`src/rtl/led_switch_io_if.sv`:
```
// led_switch_io_if: CPU I/O bus between the data-memory/IO mux and the LED/switch responder.
interface led_switch_io_if;
   logic        LEDCtrl;
   logic        SwitchCtrl;
   logic [31:0] addr_in;
   logic [31:0] write_data;
   logic [15:0] io_rdata;
   modport master (output LEDCtrl, SwitchCtrl, addr_in, write_data, input io_rdata);
   modport slave (input LEDCtrl, SwitchCtrl, addr_in, write_data, output io_rdata);
endinterface

```
`src/rtl/led_switch_io.sv`:
```
// led_switch_io: memory-mapped LED register plus synchronised, debounced switch inputs
// with a change flag, returning registered read data to the I/O mux.
module led_switch_io #(
   parameter int          DEBOUNCE_CYCLES = 500000,
   parameter logic [23:0] IO_BASE         = 24'hFFFFFC
) (
   input  logic                  clock,
   input  logic                  reset,
   led_switch_io_if.slave        bus,
   input  logic [15:0]           switch_in,
   output logic [15:0]           led_out,
   output logic                  sw_changed
);
   localparam int            CW   = $clog2(DEBOUNCE_CYCLES);
   localparam logic [CW-1:0] LAST = CW'(DEBOUNCE_CYCLES - 1);

   typedef enum logic [1:0] {IDLE, COUNT, ACCEPT} db_e;

   db_e           db;
   logic [15:0]   led_q, led_d, rdata_q, rdata_d;
   logic [15:0]   s1_q, s2_q, stable_q, stable_d;
   logic [CW-1:0] cnt_q, cnt_d;
   logic          chg_q, chg_d;
   logic          hit, rd, rd_sw;
   logic [7:0]    off;
   logic          unused_hi;

   assign unused_hi  = ^bus.write_data[31:16];
   assign led_out    = led_q;
   assign sw_changed = chg_q;
   assign bus.io_rdata = rdata_q;

   always_comb begin
      hit      = bus.addr_in[31:8] == IO_BASE;
      off      = bus.addr_in[7:0];
      rd       = bus.SwitchCtrl && hit;
      rd_sw    = rd && off == 8'h70;
      db       = (s2_q == stable_q) ? IDLE : (cnt_q == LAST ? ACCEPT : COUNT);
      cnt_d    = (db == COUNT) ? cnt_q + 1'b1 : '0;
      stable_d = (db == ACCEPT) ? s2_q : stable_q;
      // a same-edge accept beats the read-to-clear
      chg_d    = (db == ACCEPT) || (chg_q && !rd_sw);
      led_d    = (bus.LEDCtrl && hit && off == 8'h60) ? bus.write_data[15:0] : led_q;
      rdata_d  = !rd           ? 16'h0000 :
                 off == 8'h60  ? led_q :
                 off == 8'h70  ? stable_q :
                 off == 8'h74  ? {15'b0, chg_q} : 16'h0000;
   end

   always_ff @(posedge clock or posedge reset) begin
      if (reset) begin
         led_q    <= '0;
         rdata_q  <= '0;
         s1_q     <= '0;
         s2_q     <= '0;
         stable_q <= '0;
         cnt_q    <= '0;
         chg_q    <= 1'b0;
      end else begin
         led_q    <= led_d;
         rdata_q  <= rdata_d;
         s1_q     <= switch_in;
         s2_q     <= s1_q;
         stable_q <= stable_d;
         cnt_q    <= cnt_d;
         chg_q    <= chg_d;
      end
   end
endmodule

```
`src/flat_wrapper.sv`:
```
// flat-port wrapper written by rule: the top's interface ports become plain ports
module led_switch_io_flat 
#(
   parameter int          DEBOUNCE_CYCLES = 500000,
   parameter logic [23:0] IO_BASE         = 24'hFFFFFC
)
  (clock, reset, switch_in, led_out, sw_changed, bus_LEDCtrl, bus_SwitchCtrl, bus_addr_in, bus_write_data, bus_io_rdata);
  led_switch_io_if bus_i ();
  input  logic clock;
  input  logic reset;
  input  logic [15:0] switch_in;
  output logic [15:0] led_out;
  output logic sw_changed;
  input wire logic [$bits(bus_i.LEDCtrl)-1:0] bus_LEDCtrl;
  input wire logic [$bits(bus_i.SwitchCtrl)-1:0] bus_SwitchCtrl;
  input wire logic [$bits(bus_i.addr_in)-1:0] bus_addr_in;
  input wire logic [$bits(bus_i.write_data)-1:0] bus_write_data;
  output wire logic [$bits(bus_i.io_rdata)-1:0] bus_io_rdata;
  assign bus_i.LEDCtrl = bus_LEDCtrl;
  assign bus_i.SwitchCtrl = bus_SwitchCtrl;
  assign bus_i.addr_in = bus_addr_in;
  assign bus_i.write_data = bus_write_data;
  assign bus_io_rdata = bus_i.io_rdata;
  led_switch_io #(.DEBOUNCE_CYCLES(DEBOUNCE_CYCLES), .IO_BASE(IO_BASE)) u_core (.clock(clock), .reset(reset), .bus(bus_i), .switch_in(switch_in), .led_out(led_out), .sw_changed(sw_changed));
endmodule
```
`config.mk`:
```
export PLATFORM = sky130hd
export DESIGN_NAME = led_switch_io_flat
export DESIGN_NICKNAME = d
export VERILOG_FILES = /design/src/rtl/led_switch_io_if.sv /design/src/rtl/led_switch_io.sv /design/src/flat_wrapper.sv
export SDC_FILE = /design/constraint.sdc
export NUM_CORES = 1
export LEC_CHECK = 0
export ABC_AREA = 1
export ABC_CLOCK_PERIOD_IN_PS = 4500
export CORE_ASPECT_RATIO = 1.5
export CORE_MARGIN = 2
export CORE_UTILIZATION = 45
export CTS_CLUSTER_DIAMETER = 50
export DETAILED_ROUTE_END_ITERATION = 10
export DONT_BUFFER_PORTS = 1
export SYNTH_ARGS = -nofsm -noshare
export SYNTH_HDL_FRONTEND = slang
export SYNTH_SLANG_ARGS = --single-unit
export TNS_END_PERCENT = 1
```
`constraint.sdc`:
```
create_clock -name clock -period 4.5 [get_ports clock]
set_input_delay 0.9 -clock clock [delete_from_list [all_inputs] [get_ports clock]]
set_output_delay 0.9 -clock clock [all_outputs]
set_load 0.05 [all_outputs]
```
==> results.yml <==
global_route:
  gr-total-overflow: 0
  grt_pass1_wl_mm: 13.5
  grt_pass1_vias: 2958
  antenna_found_initial: 0
  grt_max_degree: 81
  grtUsageTotal_pct: 16.5
logic_synthesis:
  synth.cell_area_um2: 4270
  synth_top_family_by_area: "simple AND/OR/NAND/NOR gates"
  yosysSeqAreaShare_pct: 58.6
  synth_seq_cells: 100
  synth_flop_cell: "dfrtp_1"
  synth-xor-area-share_pct: 2.87
  yosysUniqueCellTypes: 26
  synthSimpleGateAreaFrac_pct: 27.0
  synth-edff-count: 0
  netlist_instances: 488
  syn_avg_cell_area_um2: 8.75
  syn_nets: 573
  synthAdderAreaFrac_pct: 0.293
  async_flop_share_pct: 100
  ys_warn_count: 0
  synth_mux_area_share_pct: 0
  synth_compound_area_share_pct: 4.02
final_layout:
  area.growth.synth_to_final_pct: 8.85
  final_util_pct: 50.2
  diodes: 0
  finalNetCount: 577
  drive_gt1_share_pct: 7.85
run_status:
  outcome: "finished clean"
drt:
  drtPass1Iterations: 4
  routedWlPerCell_um: 13.1
  via_count: 2990
  route.detailed.drc: 0
  drt-vias-per-instance: 4.91
  drt_iter0_drc: 166
  drt_wl_total_mm: 8.01
  ant_nets: 0
worst_setup_path:
  crit_top_cell: "nor2_1"
  critPathMaxStageDelay_ns: 0.31
  end_kind: "flop"
  crit_required_ns: 4.72
  critPathKind: "in2reg"
  start_kind: "input port"
  cp_max_fo: 26
  path_cells: "nor2_1 > nand4_1 > nor2_1 > nand3_1 > buf_4 > nand2_1 > o21ai_2"
  worstPathArrival_ns: 2.13
  crit_slowest_cell: "buf_4"
die:
  coreArea_um2: 9250
  die_h_um: 123
  dieArea_um2: 10300
  num_rows: 43
  die_x_um: 83.5
  boundaryPins: 117
  start_util_pct: 46.1
worst_hold_path:
  hold_path_class: "reg2reg"
run:
  maxCapViolations: 0
clock_network:
  cts.sink_count: 100
  cts_tree: "built"
  cts_made_buffers: 9
  clk_latency_ns: 0.34
  path_clk_slew_ns: 0.07
  cts-root-buf: "clkbuf_16"
  clockBufferDepth: 2
  cts_resized: 0
  h-tree-depth: 3
  post_cts.repair.setup_buffers: 0
  hold_buffers: 0
timing:
  slew-limit-headroom_pct: 35.7
  period_needed_ns: 1.91
  holdWs_ns: 0.347
  tightest_slew_ns: 0.965
  setup_violations: 0
  fmax_ghz: 0.523
  fin_skew_ns: 0.00540
  fin_crit_sh_pct: 42.5
  setup_ws_ns: 2.59
  hold_violations: 0
  finalSetupTns_ns: 0
  final_max_slew_viol_count: 0
  grt_setup_unrepaired: "no"
power_and_ir_drop:
  power_density_nw_per_um2: 384
  ir_drop_uv: 249
  power.leakage_uw: 0.00235
placed_design:
  hpwl_mm: 5.83
  pre_cts_slack_ns: 2.19
  io_buffers: 0
  gp_congestion: 0.817
[cell usage after synthesis (3+ instances only)]
cell type | number | area (um2)
nand2_1 | 158 | 593
nor2_2 | 3 | 18.8
dfrtp_1 | 100 | 2500
buf_2 | 4 | 20.0
buf_6 | 3 | 33.8
xor2_1 | 12 | 105
nand4_1 | 7 | 43.8
nand3_1 | 30 | 150
nor2_1 | 63 | 236
nand2_2 | 3 | 18.8
o21ai_0 | 12 | 60.1
inv_1 | 61 | 229
o21ai_1 | 10 | 50.1
o21ai_2 | 6 | 52.6
[registers in the layout, summed over array words and instances (netlist names)]
name	count
u_core.bus.io_rdata	16
u_core.cnt_q	19
u_core.led_out	16
u_core.s1_q	16
u_core.s2_q	16
u_core.stable_q	16
u_core.sw_changed	1
[per-stage QoR]
step / instance area [um2] / std cells / total power [uW]
after CTS: 4650 / 609 / 1820
after detailed placement: 4350 / 593 / 1060
final: 4650 / 609 / 1790
after global placement: 4350 / 593 / 1060
after floorplan: 4270 / 488 / 1040
after global routing: 4650 / 609 / 1860
[where the power goes]
| part | total, uW | switching, uW | internal, uW |
|---|---|---|---|
| clock | 742 | 315 | 427 |
| combinational | 84.3 | 56.0 | 28.2 |
| sequential | 959 | 27.6 | 931 |
| total | 1790 | 399 | 1390 |
[logic make-up after synthesis]
family / count (synthesis)
compound gates: 29
xor+xnor: 14
buf+inv: 71
fa+ha+maj: 1
simple gates: 273
flops: 100
[path summary, 6_finish.rpt]
kind / start / endpoint / slack [ns] / cells after the start
hold / removal: u_core.s1_q[5] / u_core.s2_q[5] / 0.35 / 0
hold reg to reg: u_core.s1_q[5] / u_core.s2_q[5] / 0.35 / 0
max in group asynchronous: reset / u_core.led_out[15] / 3.03 / 2
setup / recovery: bus_addr_in[3] / u_core.led_out[10] / 2.59 / 7
setup reg to reg: u_core.cnt_q[0] / u_core.cnt_q[13] / 2.62 / 8
min in group asynchronous: reset / u_core.s1_q[12] / 0.65 / 1
[layout by cell type (no fill, tap or decap), types with 3 or more instances in the layout]
master	count
xor2_1	12
o21ai_2	6
clkbuf_16	9
dfrtp_1	100
inv_1	60
nor2_1	63
o21ai_1	10
nor2_2	3
nand2_1	158
nand4_1	7
nand3_1	30
clkinv_2	3
nand2_2	3
o21ai_0	12
clkinvlp_4	3
[worst max-delay path: cells and delay by family]
family                 cells  cell delay [ns]
AND/OR/NAND/NOR            5             0.84
AO/OA/AOI/OAI              1             0.06
buffers and inverters      1             0.31
[layout make-up]
type | count | area (um2)
Sequential cell | 100 | 2500
Inverter | 62 | 235
Tap cell | 112 | 140
Clock buffer | 9 | 225
Multi-Input combinational cell | 317 | 1460
Timing Repair Buffer | 2 | 15.0
Clock inverter | 7 | 67.6
Fill cell | 876 | 4610
[layer usage]
metal	wire length, um	global-route usage, %
met5	0	0
met2	4270	30.8
met4	104	5.24
met3	401	4.74
met1	3230	18.2
(Power assumes the default switching activity.)
